==> config.mk <==
export PLATFORM = sky130hd
export DESIGN_NAME = byte_packer
export DESIGN_NICKNAME = d
export VERILOG_FILES = /design/src/rtl/dataplane_pkg.sv /design/src/rtl/byte_packer.sv
export SDC_FILE = /design/constraint.sdc
export NUM_CORES = 1
export LEC_CHECK = 0
export ABC_CLOCK_PERIOD_IN_PS = 5640
export BUFFER_PORTS_ARGS = -buffer_cell sky130_fd_sc_hd__buf_2
export CORE_MARGIN = 2
export CORE_UTILIZATION = 30
export CTS_BUF_LIST = sky130_fd_sc_hd__clkbuf_4
export CTS_CLUSTER_DIAMETER = 50
export DETAILED_ROUTE_END_ITERATION = 16
export GPL_TIMING_DRIVEN = 0
export PLACE_DENSITY_LB_ADDON = 0.12
export SYNTH_ARGS = -nofsm -noshare
export SYNTH_HDL_FRONTEND = slang
export SYNTH_SLANG_ARGS = --single-unit
==> constraint.sdc <==
create_clock -name clk -period 5.64 [get_ports clk]
set_input_delay 0.282 -clock clk [delete_from_list [all_inputs] [get_ports clk]]
set_output_delay 0.282 -clock clk [all_outputs]
set_load 0.01 [all_outputs]
==> src/rtl/dataplane_pkg.sv <==
// Shared dataplane definitions: packer FSM states and width helpers
// that derive lane and counter widths from a word width in bits.
package dataplane_pkg;

  localparam int DEFAULT_DATA_WIDTH = 64;
  localparam int BYTES              = DEFAULT_DATA_WIDTH / 8;
  localparam int IDX_W              = $clog2(BYTES + 1);

  typedef enum logic [0:0] {
    FILL = 1'b0,
    HOLD = 1'b1
  } packerState_t;

  // Number of byte lanes in a word of the given width.
  function automatic int bytesOf(input int dataWidth);
    return dataWidth / 8;
  endfunction

  // Width needed to count 0..bytes valid bytes in a word.
  function automatic int idxWidthOf(input int dataWidth);
    return $clog2(dataWidth / 8 + 1);
  endfunction

  // Width of the lane pointer; never narrower than one bit.
  function automatic int cntWidthOf(input int dataWidth);
    return (dataWidth / 8 > 1) ? $clog2(dataWidth / 8) : 1;
  endfunction

endpackage

==> src/rtl/byte_packer.sv <==
// Byte packer: collects an AXI-Stream byte stream into little-endian
// words (first byte in lane 0). A completed word moves into a single
// output register. If that register is still occupied, the accumulator
// freezes in HOLD and ingress stalls until the parser frees the slot.
module byte_packer
  import dataplane_pkg::*;
#(
  parameter int DATA_WIDTH = DEFAULT_DATA_WIDTH,
  localparam int LANES     = bytesOf(DATA_WIDTH),
  localparam int IDX_BITS  = idxWidthOf(DATA_WIDTH),
  localparam int CNT_BITS  = cntWidthOf(DATA_WIDTH)
) (
  input  logic                  clk,
  input  logic                  rst_n,
  input  logic [7:0]            s_axis_tdata,
  input  logic                  s_axis_tvalid,
  output logic                  s_axis_tready,
  input  logic                  s_axis_tlast,
  output logic [DATA_WIDTH-1:0] data_buffer,
  output logic [IDX_BITS-1:0]   idx,
  output logic                  last_flag,
  output logic                  word_valid,
  input  logic                  parser_ready,
  output logic [15:0]           frame_count
);

  packerState_t          r_state;
  packerState_t          w_nextState;

  logic [DATA_WIDTH-1:0] r_acc;
  logic [CNT_BITS-1:0]   r_cnt;
  logic                  r_accLast;

  logic [DATA_WIDTH-1:0] r_dataBuffer;
  logic [IDX_BITS-1:0]   r_idx;
  logic                  r_lastFlag;
  logic                  r_wordValid;
  logic [15:0]           r_frameCount;

  logic [DATA_WIDTH-1:0] w_accMerged;
  logic [IDX_BITS-1:0]   w_wordIdx;
  logic                  w_accept;
  logic                  w_complete;
  logic                  w_slotFree;
  logic                  w_transfer;
  logic                  w_loadFromIn;
  logic                  w_loadFromAcc;

  assign w_accept   = s_axis_tvalid && s_axis_tready;
  assign w_complete = w_accept && ((r_cnt == CNT_BITS'(LANES - 1)) || s_axis_tlast);
  assign w_slotFree = !r_wordValid || parser_ready;
  assign w_transfer = r_wordValid && parser_ready;
  assign w_wordIdx  = IDX_BITS'(r_cnt) + IDX_BITS'(1);

  // Accumulator contents with the incoming byte dropped into lane cnt.
  always_comb begin
    w_accMerged = r_acc;
    for (int k = 0; k < LANES; k++) begin
      if (r_cnt == CNT_BITS'(k)) begin
        w_accMerged[8*k +: 8] = s_axis_tdata;
      end
    end
  end

  // FSM state register.
  always_ff @(posedge clk) begin
    if (!rst_n) begin
      r_state <= FILL;
    end else begin
      r_state <= w_nextState;
    end
  end

  // Next state: park in HOLD when a word completes into an occupied slot.
  always_comb begin
    w_nextState = r_state;
    case (r_state)
      FILL:    if (w_complete && !w_slotFree) w_nextState = HOLD;
      HOLD:    if (w_slotFree)                w_nextState = FILL;
      default: w_nextState = FILL;
    endcase
  end

  // FSM outputs: ingress ready and which source loads the output register.
  always_comb begin
    s_axis_tready = rst_n && (r_state == FILL);
    w_loadFromIn  = (r_state == FILL) && w_complete && w_slotFree;
    w_loadFromAcc = (r_state == HOLD) && w_slotFree;
  end

  // Accumulator: gather bytes, freeze while held, clear once handed off.
  always_ff @(posedge clk) begin
    if (!rst_n) begin
      r_acc     <= '0;
      r_cnt     <= '0;
      r_accLast <= 1'b0;
    end else if (w_loadFromIn || w_loadFromAcc) begin
      r_acc     <= '0;
      r_cnt     <= '0;
      r_accLast <= 1'b0;
    end else if (w_accept) begin
      r_acc     <= w_accMerged;
      r_accLast <= s_axis_tlast;
      if (!w_complete) begin
        r_cnt <= r_cnt + CNT_BITS'(1);
      end
    end
  end

  // Output register: a load wins over a transfer so words go out back to back.
  always_ff @(posedge clk) begin
    if (!rst_n) begin
      r_dataBuffer <= '0;
      r_idx        <= '0;
      r_lastFlag   <= 1'b0;
      r_wordValid  <= 1'b0;
    end else if (w_loadFromIn) begin
      r_dataBuffer <= w_accMerged;
      r_idx        <= w_wordIdx;
      r_lastFlag   <= s_axis_tlast;
      r_wordValid  <= 1'b1;
    end else if (w_loadFromAcc) begin
      r_dataBuffer <= r_acc;
      r_idx        <= w_wordIdx;
      r_lastFlag   <= r_accLast;
      r_wordValid  <= 1'b1;
    end else if (w_transfer) begin
      r_dataBuffer <= '0;
      r_idx        <= '0;
      r_lastFlag   <= 1'b0;
      r_wordValid  <= 1'b0;
    end
  end

  // Count frames as their final word leaves toward the parser.
  always_ff @(posedge clk) begin
    if (!rst_n) begin
      r_frameCount <= '0;
    end else if (w_transfer && r_lastFlag) begin
      r_frameCount <= r_frameCount + 16'd1;
    end
  end

  assign data_buffer = r_dataBuffer;
  assign idx         = r_idx;
  assign last_flag   = r_lastFlag;
  assign word_valid  = r_wordValid;
  assign frame_count = r_frameCount;

endmodule

# Word level (Yosys, flattened, before mapping)
# Index checks and enable logic that the tools add are counted.
# op_classes
addsub,3
eq_ne,7
n_mux,22
bitwise,3
n_reduce_logical,18
# op_table
op,n
64-bit 2-to-1 mux,3
8-bit 2-to-1 mux,8
"16-bit by 1-bit adder with 16-bit output, second input constant",1
"3-bit == test, second input constant",4
4-bit 2-to-1 mux,3
1-bit logical AND,9
1-bit 2-to-1 mux,7
"3-bit by 2-bit == test with 1-bit output, second input constant",2
"3-bit by 1-bit adder with 4-bit output, second input constant",1
"3-bit by 1-bit adder with 3-bit output, second input constant",1
"3-bit by 1-bit == test with 1-bit output, second input constant",1
3-bit logical NOT,1
1-bit logical OR,3
1-bit NOT,3
3-bit nonzero test,1
1-bit logical NOT,2
1-bit case mux with 2 select lines,1
2-bit AND reduction,1
2-bit OR reduction,1
# totals
register_bits,155
input_bits,13
out_inout_bits,87
elab_cells,62

# Longest topological paths before layout
# Gate-level depths: netlist of the first run.
# depth
depth_word,8
mapped_depth,8
depth_no_buf,6

# Least setup slack after synthesis of the first run
# OpenSTA, ideal clock, no wires.
# synth_path
path_type,flip-flop to flip-flop
start,register r_cnt[0]
end,register r_acc[35]
setup_ns,0.070
t_arrival_ns,1.793
required_ns,5.570
path_slack_ns,3.778
path_stages_with_launch,9
n_path_buf,2
period_less_slack_ns,1.862
path_cell_list,dfxtp_1 ha_1 ha_1 o211a_2 o21ai_2 nand2_1 buf_2 buf_2 a21oi_1
# synth_via
elab_chain_cells,7
word_cells_on_any_way,9
cone_classes,eq/ne (2); mux (1); reduce/logical (6)
# synth_rtl
item,line_no,text
from (decl),byte_packer.sv:31,logic [CNT_BITS-1:0] r_cnt;
from (signal assigned),byte_packer.sv:105,r_cnt <= r_cnt + CNT_BITS'(1);
3-bit == test,byte_packer.sv:50,assign w_complete = w_accept && ((r_cnt == CNT_BITS'(LANES - 1)) || s_axis_tlast);
1-bit logical OR,byte_packer.sv:50,
1-bit logical AND,byte_packer.sv:50,
1-bit logical AND (2 in a row),byte_packer.sv:87,w_loadFromIn = (r_state == FILL) && w_complete && w_slotFree;
1-bit logical OR,byte_packer.sv:97,end else if (w_loadFromIn || w_loadFromAcc) begin
2-bit OR reduction (no line),n/a,
to (signal assigned),byte_packer.sv:102,r_acc <= w_accMerged;
to (decl),byte_packer.sv:30,logic [DATA_WIDTH-1:0] r_acc;
# Parallel ways exist; a longest one is shown, timed or not.
# A chain may end at the register's enable or synchronous reset.

# Worst setup path in the final report of the first run
# layout_path
start,register r_cnt[0]
end,register r_dataBuffer[54] (netlist: data_buffer[54])
# layout_via
elab_chain_cells,6
word_cells_on_any_way,9
cone_classes,eq/ne (2); mux (2); reduce/logical (5)
# layout_rtl
item,line_no,text
3-bit == test,byte_packer.sv:50,
1-bit logical OR,byte_packer.sv:50,
1-bit logical AND,byte_packer.sv:50,
1-bit logical AND (2 in a row),byte_packer.sv:87,
3-bit nonzero test (no line) or 64-bit 2-to-1 mux (tied branches),n/a,
to (signal assigned),byte_packer.sv:118,r_dataBuffer <= w_accMerged;
to (signal assigned),byte_packer.sv:123,r_dataBuffer <= r_acc;
to (decl),byte_packer.sv:34,logic [DATA_WIDTH-1:0] r_dataBuffer;
# Parallel ways exist; a longest one is shown, timed or not.

==> out/results.ini, run 1 <==
[timing]
period_minus_slack_ns=2.63
finClkSkew_ns=0.0163
report.final.slew_viol_count=0
setup_ws_ns=3.01
worst_slew_pin_slew_ns=0.881
rsz0062_at_grt=no
fmax_mhz=380
final.setup.tns_ns=0
finalSetupViolCount=0
timing_hold_violations_final=0
relSlewSlack=0.408
fin_crit_sh=0.467

[drt]
dr.pass1.iters=5
totalWireLength_um=18800
drcViolationCount=0
antenna_left=0
vias=5478
drtIter0Drc=343
viasPerCell=5.08
wire_per_inst_um=17.5

[logic_synthesis]
synthFlopType=dfxtp_1
synthCells=676
synth.distinct_cells=47
avgSynthCellArea_um2=9.12
syn_nets=696
yosys_warnings=0
synth_edf_count=0
synthArstFlopShare=0
synth_seq_area_share=0.503
netlist_area_um2=6160
ys_seq_elements=155

[critical_path]
crit_top_cell=ha_1
crit_buf_inv=1
start_kind=register
crit_start=r_cnt[0]
crit_path_end_kind=register
slowest_stage=nor2_2
criticalPathCategory=reg -> reg
crit_path_cell_trace=ha_1, ha_1, o211ai_2, a31oi_4, nor2_2, buf_2, o2bb2ai_1
crit_required_ns=6.13
critPathTopFamily=simple AND/OR/NAND/NOR gates
max_stage_delay_ns=0.65
r2r_start=r_cnt[0]
cp.arrival_ns=3.12
cp_max_fo=10

[clocking]
cts_hold_buffers=0
postCtsSetupBuffers=0
cts_buffer_depth=2
numCtsBuffers=17
post_cts_resized=0
clk_pin_slew_ns=0.13
clk_latency_ns=0.56
cts_tree=built
htreeDepth=4
clock-sinks=155
clockRootBuffer=clkbuf_4

[power_and_ir_drop]
power.share.switching=0.262
seqPwrFrac=0.564
power.density_nw_per_um2=269
p_int_uw=1450
p_leak_uw=0.00263
pwr-share-clk=0.375
total_power_uw=1960
p_comb_frac=0.061
power.net_switching_uw=514
vdd_ir_drop_max_v=0.000122

[hold_path]
hp-class=in -> reg
min_from=s_axis_tlast

[global_route]
track_usage=0.177
grt_pass1_wl_um=29800
antenna_found_initial=1
grt.met3_usage=0.0388
busiest_layer=met2
grt_max_degree=17
grt.met2_usage=0.279
gr-total-overflow=0
grt_pass1_vias=5398
globalRouteMet1Util=0.239

[place]
portBuffers=98
dp_slack_ns=3.07
dpl_cell_area_um2=6990
post-dp-hpwl_um=13400
dp.cells=1044
gp_congestion=0.821

[layout]
design_area_um2=7310
fin_nets=813
layout_common_cells=155 x dfxtp_1, 151 x nand2_1, 121 x buf_2
area_growth_pct=18.5
finalNonFillerCells=1078
drive_gt1_frac=0.213
final_common_cell=dfxtp_1

[die]
die_area_um2=21700
die_h_um=147
rows=52
start_util=0.306
die_x_um=147
io_pins=100
coreArea_um2=20200

[status]
status=complete, no violations

[job]
cap_violations=0

[Yosys cell counts, types with 2 or more instances]
cell type    n  area share
dfxtp_1    155        0.50
nand2_1    151       0.092
a21oi_1     68       0.055
o2bb2ai_1   64       0.091
a22oi_1     53       0.065
nor2_1      25       0.015
buf_2       23       0.019
clkbuf_1    12      0.0073
nand3_1     12      0.0097
xnor2_1      9       0.013
a21boi_0     8      0.0097
ha_1         7       0.014
nand2b_1     7      0.0071
inv_1        6      0.0037
nor3_2       6      0.0097
buf_1        5      0.0030
mux2i_1      5      0.0081
o21ai_2      5      0.0071
and3_1       4      0.0041
nand4_1      4      0.0041
nor2b_1      4      0.0041
nor3_1       4      0.0032
a21o_1       3      0.0037
a32oi_1      3      0.0043
nor4_1       3      0.0030
o21ai_0      3      0.0024
xor2_1       3      0.0043
a211oi_1     2      0.0024
and2_1       2      0.0020
inv_2        2      0.0012
nor4_2       2      0.0041
[worst register-to-register path, cell delays in order (launching register included)]
cell,delay (ns)
dfxtp_1,0.41
ha_1,0.25
ha_1,0.28
o211ai_2,0.29
a31oi_4,0.17
nor2_2,0.65
buf_2,0.36
o2bb2ai_1,0.14
[worst paths after layout]
path | to | slack (ns) | cells past startpoint
worst max-delay path | data_buffer[54] | 3.01 | 7
worst min-delay path | r_accLast | 0.07 | 3
worst max register to register | data_buffer[54] | 3.01 | 7
worst min register to register | r_acc[24] | 0.46 | 2
[metal layers]
metal,routed length [µm],part of all wire,vias up
met2,8780,0.47,145
met5,0,0,-
met4,374,0.020,0
li1,-,-,2683
met1,8780,0.47,2625
met3,880,0.047,25
[flip-flops by register name, summed over array words and instances (netlist names)]
signal,cells
r_cnt,3
r_accLast,1
data_buffer,64
r_state,1
word_valid,1
frame_count,16
r_acc,64
last_flag,1
idx,4
[final cells by class]
class | count | area [µm²]
Tap cell | 270 | 338
Clock inverter | 13 | 166
Clock buffer | 19 | 143
Fill cell | 2112 | 12900
Timing Repair Buffer | 98 | 490
Buffer | 40 | 179
Inverter | 8 | 30.0
Multi-Input combinational cell | 473 | 2850
Antenna cell | 2 | 5.00
Sequential cell | 155 | 3100
[logic make-up (layout without fill, tap and decap cells)]
group | Yosys count | in the layout | share of synthesized area
flip-flops | 155 | 155 | 0.503
XOR/XNOR | 12 | 12 | 0.0171
buffers and inverters | 48 | 178 | 0.0339
AND/OR/NAND/NOR | 231 | 231 | 0.168
other | 0 | 2 | 0
adder cells (fa/ha/maj) | 7 | 7 | 0.0142
multiplexers | 5 | 5 | 0.00812
AO/OA/AOI/OAI | 218 | 218 | 0.255
[per-stage QoR]
step	hold WS, ns	util
after floorplan	0.434	-
after global placement	0.440	0.347
after detailed placement	0.445	0.347
after CTS	0.0280	0.362
after global routing	0.0235	0.362
final	0.0736	0.362
[power groups by stage]
stage | Combinational [µW] | Sequential [µW] | Clock [µW]
global placement | 118 | 1130 | 0
finish | 120 | 1110 | 735
global route | 133 | 1110 | 810
CTS | 121 | 1110 | 763
detailed placement | 120 | 1130 | 0
floorplan | 69.4 | 1130 | 0
No activity file was read; power rests on OpenSTA's default activity.
==> run 2: changes to the inputs <==
- ABC_AREA: not set -> 1
- ABC_CLOCK_PERIOD_IN_PS: 5640 -> 2700
- clock period: 5.64 -> 2.7 ns (I/O delays scaled with it)
==> run 2 against run 1 <==
Register-to-register slack got worse by 2.7 ns. Synthesized cell count increased by 81%. Sequential power increased by 110%. Cell area increased by 23%. Non-clock buffer count up 47. Setup slack worse by 2.7 ns. Critical path type unchanged. Largest cell class is now multi-input gates.
==> out/results.ini, run 2 <==
[logic_synthesis]
yosys_warnings=0
yosysMostFrequentCell=nand2_1
netlist_area_um2=7720
synth_edf_count=0
synthAdderAreaFrac=0.0113
synth_top_family_by_area=simple AND/OR/NAND/NOR gates
synthArstFlopShare=0
synth_top_cell_by_area=dfxtp_1
synth_seq_area_share=0.402
synth.distinct_cells=25
synthXorXnorAreaFrac=0.00227
synth_top_cells_by_count=458 x nand2_1, 155 x dfxtp_1, 121 x nor2_1, 115 x a21oi_1, 103 x inv_1
avgSynthCellArea_um2=6.33
synthCells=1221
muxShareOfSynthArea=0
netlist_top_cells_area=dfxtp_1 40%, nand2_1 22%, a21oi_1 7.5%
synth_compound_area_frac=0.104
yosys.area_share.simple=0.383
ys_seq_elements=155
yosysTopAreaCellShare=0.402
synthFlopType=dfxtp_1
syn_nets=1241

[die]
die_x_um=164
coreArea_um2=25300
die_area_um2=27000
io_pins=100
start_util=0.306
rows=58
die_h_um=164

[layout]
area_growth_pct=16.5
multiInputGateArea_um2=3870
drive_gt1_frac=0.122
finalNonFillerCells=1689
fin_nets=1365
final_common_cell=nand2_1
seq_area_um2=3100
layout_common_cells=458 x nand2_1, 155 x dfxtp_1, 121 x nor2_1
fillerInstances=2860

[place]
dp.cells=1648
gp_congestion=0.841
portBuffers=97
post-dp-hpwl_um=18600

[timing]
rsz0062_at_grt=no
timing_hold_violations_final=0
period_minus_slack_ns=2.40
worst_slew_pin_slew_ns=0.804
finClkSkew_ns=0.0243
final.setup.tns_ns=0
report.final.slew_viol_count=0
fin_crit_sh=0.888
fmax_mhz=417
relSlewSlack=0.460
finalSetupViolCount=0

[drt]
dr.pass1.iters=5
drcViolationCount=0
wire_per_inst_um=15.2
drtIter0Drc=544
totalWireLength_um=25700
viasPerCell=4.75
antenna_left=0
vias=8029

[critical_path]
cp_max_fo=10
crit_path_end_kind=register
criticalPathCategory=reg -> reg
max_stage_delay_ns=0.39
crit_required_ns=3.15
ff2ff_path_depth=11
crit_path_cell_trace=ha_1, ha_1, buf_2, nor2_2, nor2_8, nand2_2, nand3_2, inv_2, buf_2, nor2_1, nor2_1
slowest_stage=dfxtp_1
cp.arrival_ns=2.85
start_kind=register

[job]
cap_violations=0

[status]
status=complete, no violations

[clocking]
cts_tree=built
htreeDepth=4
clock-sinks=155
clockRootBuffer=clkbuf_4
post_cts_resized=0
numCtsBuffers=17
clk_pin_slew_ns=0.14
clk_latency_ns=0.55
cts_buffer_depth=2

[global_route]
grt_pass1_wl_um=39800
grt_pass1_vias=7286
gr-total-overflow=0
grt_max_degree=17
antenna_found_initial=1
track_usage=0.189

[power_and_ir_drop]
power.density_nw_per_um2=486
p_leak_uw=0.00399
vdd_ir_drop_max_v=0.000329

[hold_path]
hold_path_depth=5
hp-class=in -> reg

-- run 2: final timing paths --
| check | slack (ns) | startpoint | end |
|---|---|---|---|
| setup / recovery | 0.30 | r_cnt[1] | data_buffer[42] |
| hold / removal | 0.06 | s_axis_tdata[6] | r_acc[46] |
| setup reg to reg | 0.30 | r_cnt[1] | data_buffer[42] |
| hold reg to reg | 0.47 | r_accLast | r_accLast |
-- run 2: cells by family (layout without fill, tap and decap cells) --
kind of cell | Yosys count | count (layout)
AOI/OAI and AO/OA | 160 | 160
other | 0 | 2
xor gates and xnor gates | 2 | 2
DFF | 155 | 155
adders and majority gates | 7 | 7
and+or+nand+nor | 709 | 709
buffers and inverters | 188 | 324
-- run 2: what timing repair did --
item                      CTS  global route
hold endpoints to repair   13             0
setup buffers               0             0
hold buffers                8             0
-- run 2: metal layers --
metal  up-vias  share of wire  global-route usage
met5         -              0                   0
met1      3699           0.49               0.267
met2       169           0.45               0.297
met4         0          0.016              0.0498
li1       4140              -                   -
met3        21          0.048              0.0347
-- run 2: where the power goes --
part | switching (µW) | leakage, µW | internal [µW]
clock network | 889 | 0.000159 | 640
registers | 29.1 | 0.00126 | 2340
logic | 329 | 0.00257 | 144
-- run 2: metrics by stage --
| step | setup slack (ns) | cell area [µm²] | utilization | hold slack [ns] | power [µW] |
|---|---|---|---|---|---|
| final | 0.301 | 9000 | 0.356 | 0.0553 | 4370 |
| after global routing | 0.139 | 9000 | 0.356 | 0.0416 | 4560 |
| after CTS | 0.283 | 8990 | 0.356 | 0.000417 | 4420 |
| after detailed placement | 0.315 | 8620 | 0.341 | 0.454 | 2890 |
| after global placement | 0.300 | 8620 | 0.341 | 0.450 | 2890 |
| after floorplan | 0.892 | 7720 | - | 0.298 | 2700 |
-- run 2: critical path: cells and delay by family (launching register included) --
family	cells	cell delay, ns
simple gates	6	1.08
flops	1	0.39
buf+inv	3	0.50
fa+ha+maj	2	0.33
-- run 2: final cells by class --
cell class	instances	area share
clock buffers	18	0.0150
clock inverters	13	0.0170
flip-flops and latches	155	0.345
well taps	330	0.0459
inverters	108	0.0451
plain buffers	80	0.0389
repair buffers	105	0.0629
multi-input cells	878	0.430
diodes	2	0.000556
